File: config.mk
export PLATFORM = sky130hd
export DESIGN_NAME = e_outport_alloc_ctrl_flat
export DESIGN_NICKNAME = d
export VERILOG_FILES = /design/src/rtl/e_outport_alloc_ctrl_if.sv /design/src/rtl/e_outport_alloc_ctrl.sv /design/src/flat_wrapper.sv
export SDC_FILE = /design/constraint.sdc
export NUM_CORES = 1
export LEC_CHECK = 0
export CAP_MARGIN = 10
export CORE_MARGIN = 5
export CORE_UTILIZATION = 42
export DETAILED_ROUTE_END_ITERATION = 10
export PLACE_DENSITY = 0.77
export SLEW_MARGIN = 20
export SYNTH_ARGS = -nofsm -noshare
export SYNTH_HDL_FRONTEND = slang
export SYNTH_SLANG_ARGS = --single-unit
File: constraint.sdc
create_clock -name clk -period 2.9 [get_ports clk]
set_input_delay 0.58 -clock clk [delete_from_list [all_inputs] [get_ports clk]]
set_output_delay 0.58 -clock clk [all_outputs]
set_load 0.05 [all_outputs]
File: src/rtl/e_outport_alloc_ctrl_if.sv
// e_outport_alloc_ctrl_if: arbiter, input-queue and crossbar signals of the east output allocator.
interface e_outport_alloc_ctrl_if #(parameter int CNT_W = 3);
    logic [3:0]       grant_i;
    logic [2:0]       grant_cs_i;
    logic [3:0]       flit_valid_i;
    logic [3:0]       flit_tail_i;
    logic             credit_return_i;
    logic [3:0]       pop_o;
    logic [2:0]       xbar_sel_o;
    logic             xbar_valid_o;
    logic             change_order_o;
    logic             downstream_credit_o;
    logic [CNT_W-1:0] credit_cnt_o;
    logic             credit_ovf_o;
    modport master (
        output grant_i, grant_cs_i, flit_valid_i, flit_tail_i, credit_return_i,
        input  pop_o, xbar_sel_o, xbar_valid_o, change_order_o, downstream_credit_o,
               credit_cnt_o, credit_ovf_o
    );
    modport slave (
        input  grant_i, grant_cs_i, flit_valid_i, flit_tail_i, credit_return_i,
        output pop_o, xbar_sel_o, xbar_valid_o, change_order_o, downstream_credit_o,
               credit_cnt_o, credit_ovf_o
    );
endinterface

File: src/rtl/e_outport_alloc_ctrl.sv
// e_outport_alloc_ctrl: wormhole lock and downstream credit control for the east output port.
module e_outport_alloc_ctrl #(
    parameter int CREDIT_DEPTH = 4,
    parameter int CNT_W        = 3
) (
    input logic                  clk,
    input logic                  reset,
    e_outport_alloc_ctrl_if.slave p
);
    typedef enum logic {IDLE, LOCKED} state_t;
    state_t           state;
    logic [3:0]       lock_src;
    logic [2:0]       lock_cs;
    logic [CNT_W-1:0] credit_cnt;
    logic             credit_ovf;
    logic             locked, has_cr, send, tail;
    logic [3:0]       src;
    always_comb begin
        locked = state == LOCKED;
        has_cr = credit_cnt != '0;
        src    = locked ? lock_src : p.grant_i;
        // Reset forces every strobe low even though inputs may still show a grant.
        send   = !reset && has_cr && |(src & p.flit_valid_i);
        tail   = send && |(src & p.flit_tail_i);
    end
    assign p.pop_o               = send ? src : 4'b0;
    assign p.xbar_sel_o          = reset ? 3'b0 : locked ? lock_cs : p.grant_cs_i;
    assign p.xbar_valid_o        = send;
    assign p.change_order_o      = tail;
    assign p.downstream_credit_o = has_cr;
    assign p.credit_cnt_o        = credit_cnt;
    assign p.credit_ovf_o        = credit_ovf;
    always_ff @(posedge clk or posedge reset) begin
        if (reset) begin
            state      <= IDLE;
            lock_src   <= '0;
            lock_cs    <= '0;
            credit_cnt <= CNT_W'(CREDIT_DEPTH);
            credit_ovf <= 1'b0;
        end else begin
            if (!locked && send && !tail) begin
                state    <= LOCKED;
                lock_src <= p.grant_i;
                lock_cs  <= p.grant_cs_i;
            end else if (locked && tail) begin
                state <= IDLE;
            end
            if (send && !p.credit_return_i)
                credit_cnt <= credit_cnt - CNT_W'(1);
            else if (!send && p.credit_return_i) begin
                if (credit_cnt == CNT_W'(CREDIT_DEPTH))
                    credit_ovf <= 1'b1;
                else
                    credit_cnt <= credit_cnt + CNT_W'(1);
            end
        end
    end
    a_grant_onehot: assert property (@(posedge clk) disable iff (reset) $onehot0(p.grant_i));
endmodule

File: src/flat_wrapper.sv
// flat-port wrapper written by rule: the top's interface ports become plain ports
module e_outport_alloc_ctrl_flat 
#(
    parameter int CREDIT_DEPTH = 4,
    parameter int CNT_W        = 3
)
  (clk, reset, p_grant_i, p_grant_cs_i, p_flit_valid_i, p_flit_tail_i, p_credit_return_i, p_pop_o, p_xbar_sel_o, p_xbar_valid_o, p_change_order_o, p_downstream_credit_o, p_credit_cnt_o, p_credit_ovf_o);
  e_outport_alloc_ctrl_if #(.CNT_W(CNT_W)) p_i ();
  input logic clk;
  input logic reset;
  input wire logic [$bits(p_i.grant_i)-1:0] p_grant_i;
  input wire logic [$bits(p_i.grant_cs_i)-1:0] p_grant_cs_i;
  input wire logic [$bits(p_i.flit_valid_i)-1:0] p_flit_valid_i;
  input wire logic [$bits(p_i.flit_tail_i)-1:0] p_flit_tail_i;
  input wire logic [$bits(p_i.credit_return_i)-1:0] p_credit_return_i;
  output wire logic [$bits(p_i.pop_o)-1:0] p_pop_o;
  output wire logic [$bits(p_i.xbar_sel_o)-1:0] p_xbar_sel_o;
  output wire logic [$bits(p_i.xbar_valid_o)-1:0] p_xbar_valid_o;
  output wire logic [$bits(p_i.change_order_o)-1:0] p_change_order_o;
  output wire logic [$bits(p_i.downstream_credit_o)-1:0] p_downstream_credit_o;
  output wire logic [$bits(p_i.credit_cnt_o)-1:0] p_credit_cnt_o;
  output wire logic [$bits(p_i.credit_ovf_o)-1:0] p_credit_ovf_o;
  assign p_i.grant_i = p_grant_i;
  assign p_i.grant_cs_i = p_grant_cs_i;
  assign p_i.flit_valid_i = p_flit_valid_i;
  assign p_i.flit_tail_i = p_flit_tail_i;
  assign p_i.credit_return_i = p_credit_return_i;
  assign p_pop_o = p_i.pop_o;
  assign p_xbar_sel_o = p_i.xbar_sel_o;
  assign p_xbar_valid_o = p_i.xbar_valid_o;
  assign p_change_order_o = p_i.change_order_o;
  assign p_downstream_credit_o = p_i.downstream_credit_o;
  assign p_credit_cnt_o = p_i.credit_cnt_o;
  assign p_credit_ovf_o = p_i.credit_ovf_o;
  e_outport_alloc_ctrl #(.CREDIT_DEPTH(CREDIT_DEPTH), .CNT_W(CNT_W)) u_core (.clk(clk), .reset(reset), .p(p_i));
endmodule
* Yosys cells after proc, flatten, opt, wreduce, memory -nomap -nowiden
Cells that the tools add are included.
** Word-level totals
- Register bits :: 12
- Latch bits :: 0
- Memory bits (writable) :: 0
- Bits in read-only memories :: 0
- Bits of input ports :: 18
- Output and inout bits :: 14
- Memories kept :: 0
** Operators by class
- Add/subtract/negate cells :: 2
- Multiply operators :: 0
- Divide/modulo/power cells :: 0
- Magnitude comparators :: 0
- Eq/ne operators :: 2
- Shifts and indexed selects :: 0
- Mux-type cells :: 9
- Bitwise operators :: 3
- Reductions and logical operators :: 20
** Operators with widths (count)
- $mux 3 :: 5
- $and 4x4->4 :: 2
- $logic_and 1x1->1 :: 8
- $mux 4 :: 2
- $reduce_or 4->1 :: 2
- $logic_not 1->1 :: 5
- $reduce_bool 2->1 :: 2
- $add 3x1->3 const B :: 1
- $eq 3x3->1 const B :: 1
- $reduce_and 3->1 :: 1
- $reduce_bool 3->1 :: 1
- $sub 3x1->3 const B :: 1
- $mux 1 :: 2
- $ne 2x1->1 const B :: 1
- $reduce_and 2->1 :: 1
- $not 1->1 :: 1

* Depth between registers and ports, before layout
- Word-level depth :: 8
- Mapped depth :: 12
- Depth with buffers taken out :: 11

* Worst setup path before layout
No wires, ideal clock.
- Kind :: reg-to-reg
- From :: register u_core.credit_cnt[2] (netlist: u_core.p.credit_cnt_o[2])
- To :: register u_core.credit_cnt[2] (netlist: u_core.p.credit_cnt_o[2])
- Setup time :: 0.090 ns
- Arrival time :: 3.040 ns
- Slack :: -0.230 ns
- Stages on the path, launching flop included :: 11
- Buffers on the path :: 0
- Period minus slack after synthesis :: 3.130 ns
- Cell sequence :: dfstp_2 -> or3_1 -> o211ai_4 -> inv_1 -> ha_1 -> inv_1 -> fa_1 -> nor3_1 -> a21oi_1 -> o21ai_0 -> o31ai_1
** On the way
- Word-level cells in the longest chain between the ends :: 7
** Ends and longest elaborated chain
- start, declared :: line e_outport_alloc_ctrl.sv:14 : logic [CNT_W-1:0] credit_cnt;
- start signal, assigned :: line e_outport_alloc_ctrl.sv:38 : credit_cnt <= CNT_W'(CREDIT_DEPTH);
- start signal, assigned :: line e_outport_alloc_ctrl.sv:49 : credit_cnt <= credit_cnt - CNT_W'(1);
- start signal, assigned :: line e_outport_alloc_ctrl.sv:54 : credit_cnt <= credit_cnt + CNT_W'(1);
- $reduce_bool 3->1 * :: line e_outport_alloc_ctrl.sv:20 : has_cr = credit_cnt != '0;
- named net p_downstream_credit_o :: line flat_wrapper.sv:20 : output wire logic [$bits(p_i.downstream_credit_o)-1:0] p_downstream_credit_o;
- $logic_and 1x1->1 * (2 in series) :: line e_outport_alloc_ctrl.sv:23 : send = !reset && has_cr && |(src & p.flit_valid_i);
- named net p_xbar_valid_o :: line flat_wrapper.sv:18 : output wire logic [$bits(p_i.xbar_valid_o)-1:0] p_xbar_valid_o;
- $logic_not 1->1 :: line e_outport_alloc_ctrl.sv:50 : else if (!send && p.credit_return_i) begin
- $logic_and 1x1->1 :: line e_outport_alloc_ctrl.sv:50
- $reduce_bool 2->1 (no source line)
- $reduce_and 2->1 (no source line)
Mark *: on every way through the listed nets, which the timed path passes. The rest lies on a longest branch. The select of a mux whose other input is x is not followed.
A chain may end at the register's enable or synchronous reset.

* Worst setup path in the final report
- From :: input port p_grant_i[3]
- To :: output port p_pop_o[2]
** On the way
- Word-level cells in the longest chain between the ends :: 5
** Ends and longest elaborated chain
- start, declared :: line flat_wrapper.sv:11 : input wire logic [$bits(p_i.grant_i)-1:0] p_grant_i;
- $mux 4 :: line e_outport_alloc_ctrl.sv:21 : src = locked ? lock_src : p.grant_i;
- $and 4x4->4 :: line e_outport_alloc_ctrl.sv:23
- $reduce_or 4->1 :: line e_outport_alloc_ctrl.sv:23
- $logic_and 1x1->1 :: line e_outport_alloc_ctrl.sv:23
- $mux 4 :: line e_outport_alloc_ctrl.sv:26 : assign p.pop_o = send ? src : 4'b0;
- end, declared :: line flat_wrapper.sv:16 : output wire logic [$bits(p_i.pop_o)-1:0] p_pop_o;
No other way between the ends.

==> impl_metrics.tcl <==
set metrics [dict create \
    ant_nets 0 \
    synth_cell_types 26 \
    ys.flop_type "dfrtp_1" \
    cp.arrival_ns 2.26 \
    required_ns 2.32 \
    dp_hpwl_mm 1.67 \
    cp_max_fo 7 \
    cts-buffers-inserted 3 \
    die_area_sq_um 2840 \
    p_per_area_nw_per_um2 1090 \
    drt-initial-drc-count 5 \
    synthTopCellsByArea "dfrtp_1, mux2_4, and2b_2" \
    vias_per_cell 5.09 \
    synth_top_area_cell "dfrtp_1" \
    syn-cell-area_sq_um 787 \
    cts_max_level 1 \
    root_buffer "clkbuf_4" \
    yosysWarnings 0 \
    finClkSkew_ns 0.00352 \
    finalSetupViolations 0 \
    hold_class "reg2reg" \
    num_rows 15 \
    drive_gt1_share_pct 36.9 \
    diodes 0 \
    antenna_found_initial 0 \
    hold_slack_ns 0.485 \
    rsz0062_at_grt "false" \
    synth-async-reset-ratio_pct 100 \
    critical_path_class "in2out" \
    fin_util_pct 69.4 \
    yosysTopAreaCellShare_pct 35.0 \
    fin_nets 133 \
    area_growth_pct 53.9 \
    yosysSeqAreaShare_pct 38.3 \
    ir_drop_v 0.000561 \
    setup.worst_path.start_class "primary input" \
    maxSlewViolCount 0 \
    die_w_um 53.3 \
    slew_headroom_pct 66.5 \
    fin_crit_sh_pct 97.9 \
    drc_errors 0 \
    num_vias 692 \
    firstDrtPassIters 4 \
    cp_slowest_cell "clkdlybuf4s50_1" \
    cts_tree "done" \
    max_freq_mhz 352 \
    max_cap_viol_count 0 \
    clk_latency_ns 0.27 \
    syn_inst 67 \
    power.total_uw 1320 \
    grt_max_degree 13 \
    post-route-min-period_ns 2.84 \
    final_area_sq_um 1210 \
    io_buffers 31 \
    ios 32 \
    die_h_um 53.3 \
    grt_pass1_vias 702 \
    rrSetupSlack_ns 0.33 \
    grt-ovfl-total 0 \
    path_cells "clkdlybuf4s50_1 -> mux2_4 -> a22o_1 -> o211ai_4 -> and2b_2 -> buf_4" \
    hold_viol 0 \
    status "finished clean" \
    clk_pin_slew_ns 0.08 \
    routabilityCongestion 0.763 \
    crit_path_end_kind "output pin" \
    tightestPinTransition_ns 0.501 \
    grt_usage_pct 16.4 \
    placed_area_sq_um 1160 \
    cts_sinks 12 \
    cts_resized 0 \
    wl_mm 2.04 \
    synth-seq-cells 12 \
    synth_edf_count 0 \
    postSynthAreaPerCell_sq_um 11.7 \
    p_leak_uw 0.000567 \
    core_sq_um 1750 \
    finalSetupTns_ns 0 \
    slowest_delay_ns 0.42 \
    grt_pass1_wl_mm 3.21 \
    clock_path_buffers 2 \
    start_util_pct 45.1 \
    post_drt_wl_per_cell_um 15.0 \
    syn_nets 88 \
]
## area by class of cell
cell class | count | area [sq um]
Timing Repair Buffer | 41 | 363
Sequential cell | 12 | 302
Inverter | 7 | 26.3
Fill cell | 133 | 534
Tap cell | 25 | 31.3
Clock buffer | 4 | 36.3
Multi-Input combinational cell | 47 | 453
## per-layer routing
metal | vias to the layer above | global-route usage [%] | routed length [um] | share of wire (%)
li1 | 327 | - | - | -
met1 | 335 | 18.8 | 839 | 41
met2 | 28 | 28.2 | 1040 | 51
met3 | 2 | 4.79 | 146 | 7.2
met4 | 0 | 6.38 | 17 | 0.83
met5 | - | 0 | 0 | 0
## power breakdown
part / total (uW) / internal (uW) / switching, uW
clock: 135 / 76.2 / 58.7
combinational: 845 / 378 / 467
sequential: 337 / 257 / 80.0
total: 1320 / 712 / 606
## cell usage after synthesis (all sizes together), types with 2 or more instances
master  instances
nor3            2
and2b           4
ha              2
o21ai           3
a22o            2
mux2           11
inv             7
a22oi           2
a21oi           3
nor2            5
dfrtp          11
nand2           2
mux2i           3
## repair_timing
item,CTS,global route
endpoints found under the setup margin,5,0
setup buffers,2,0
hold buffers,0,0
## registers in the layout, summed over array words and instances (netlist names)
name,flops
u_core.lock_cs,3
u_core.lock_src,4
u_core.locked,1
u_core.p.credit_cnt_o,3
u_core.p.credit_ovf_o,1
## worst max-delay path, delay by kind of cell
kind,cells,cell delay (ns)
AOI/OAI and AO/OA,2,0.52
buffers and inverters,2,0.61
muxes,1,0.28
and+or+nand+nor,1,0.26
## through the flow
stage | worst slack (ns) | std cells
2_1_floorplan | 0.0366 | 67
3_3_place_gp | 0.00242 | 130
3_5_place_dp | -0.0843 | 130
4_1_cts | 0.0558 | 136
5_1_grt | 0.00479 | 136
6_report | 0.0623 | 136
## cells by family (layout without fill, tap and decap cells)
logic type	Yosys count	in the layout	synth area share, %
simple gates	14	14	11.3
compound gates	15	15	14.9
xor+xnor	1	1	1.11
flops	12	12	38.3
fa+ha+maj	3	3	5.72
buf+inv	8	52	4.77
mux	14	14	23.8
## worst paths after layout
| kind | start | to | cells past startpoint |
|---|---|---|---|
| max reg2reg | u_core.locked | u_core.p.credit_cnt_o[2] | 12 |
| max in group asynchronous | reset | u_core.p.credit_cnt_o[2] | 3 |
| min | u_core.p.credit_ovf_o | u_core.p.credit_ovf_o | 1 |
| min in group asynchronous | reset | u_core.locked | 3 |
| min reg2reg | u_core.p.credit_ovf_o | u_core.p.credit_ovf_o | 1 |
| max | p_grant_i[3] | p_pop_o[2] | 6 |
## cell usage in the layout (no fill, tap or decap)
cell type / n
and2b_2: 4
o31ai_1: 1
clkdlybuf4s50_1: 22
inv_1: 7
dfrtp_1: 11
mux2_2: 1
fa_1: 1
nand2_1: 2
o211ai_4: 1
mux2_4: 9
buf_4: 19
a41o_1: 1
nor2_1: 5
nor3_1: 1
nor3_4: 1
dfstp_2: 1
a21oi_1: 3
mux2i_1: 3
xor2_1: 1
ha_1: 2
a311o_1: 1
clkbuf_8: 1
mux2_1: 1
a31oi_1: 1
clkbuf_4: 3
o21ai_0: 3
a22o_1: 2
or3_4: 1
a22oi_1: 2
Power figures use the tool's default switching activity.
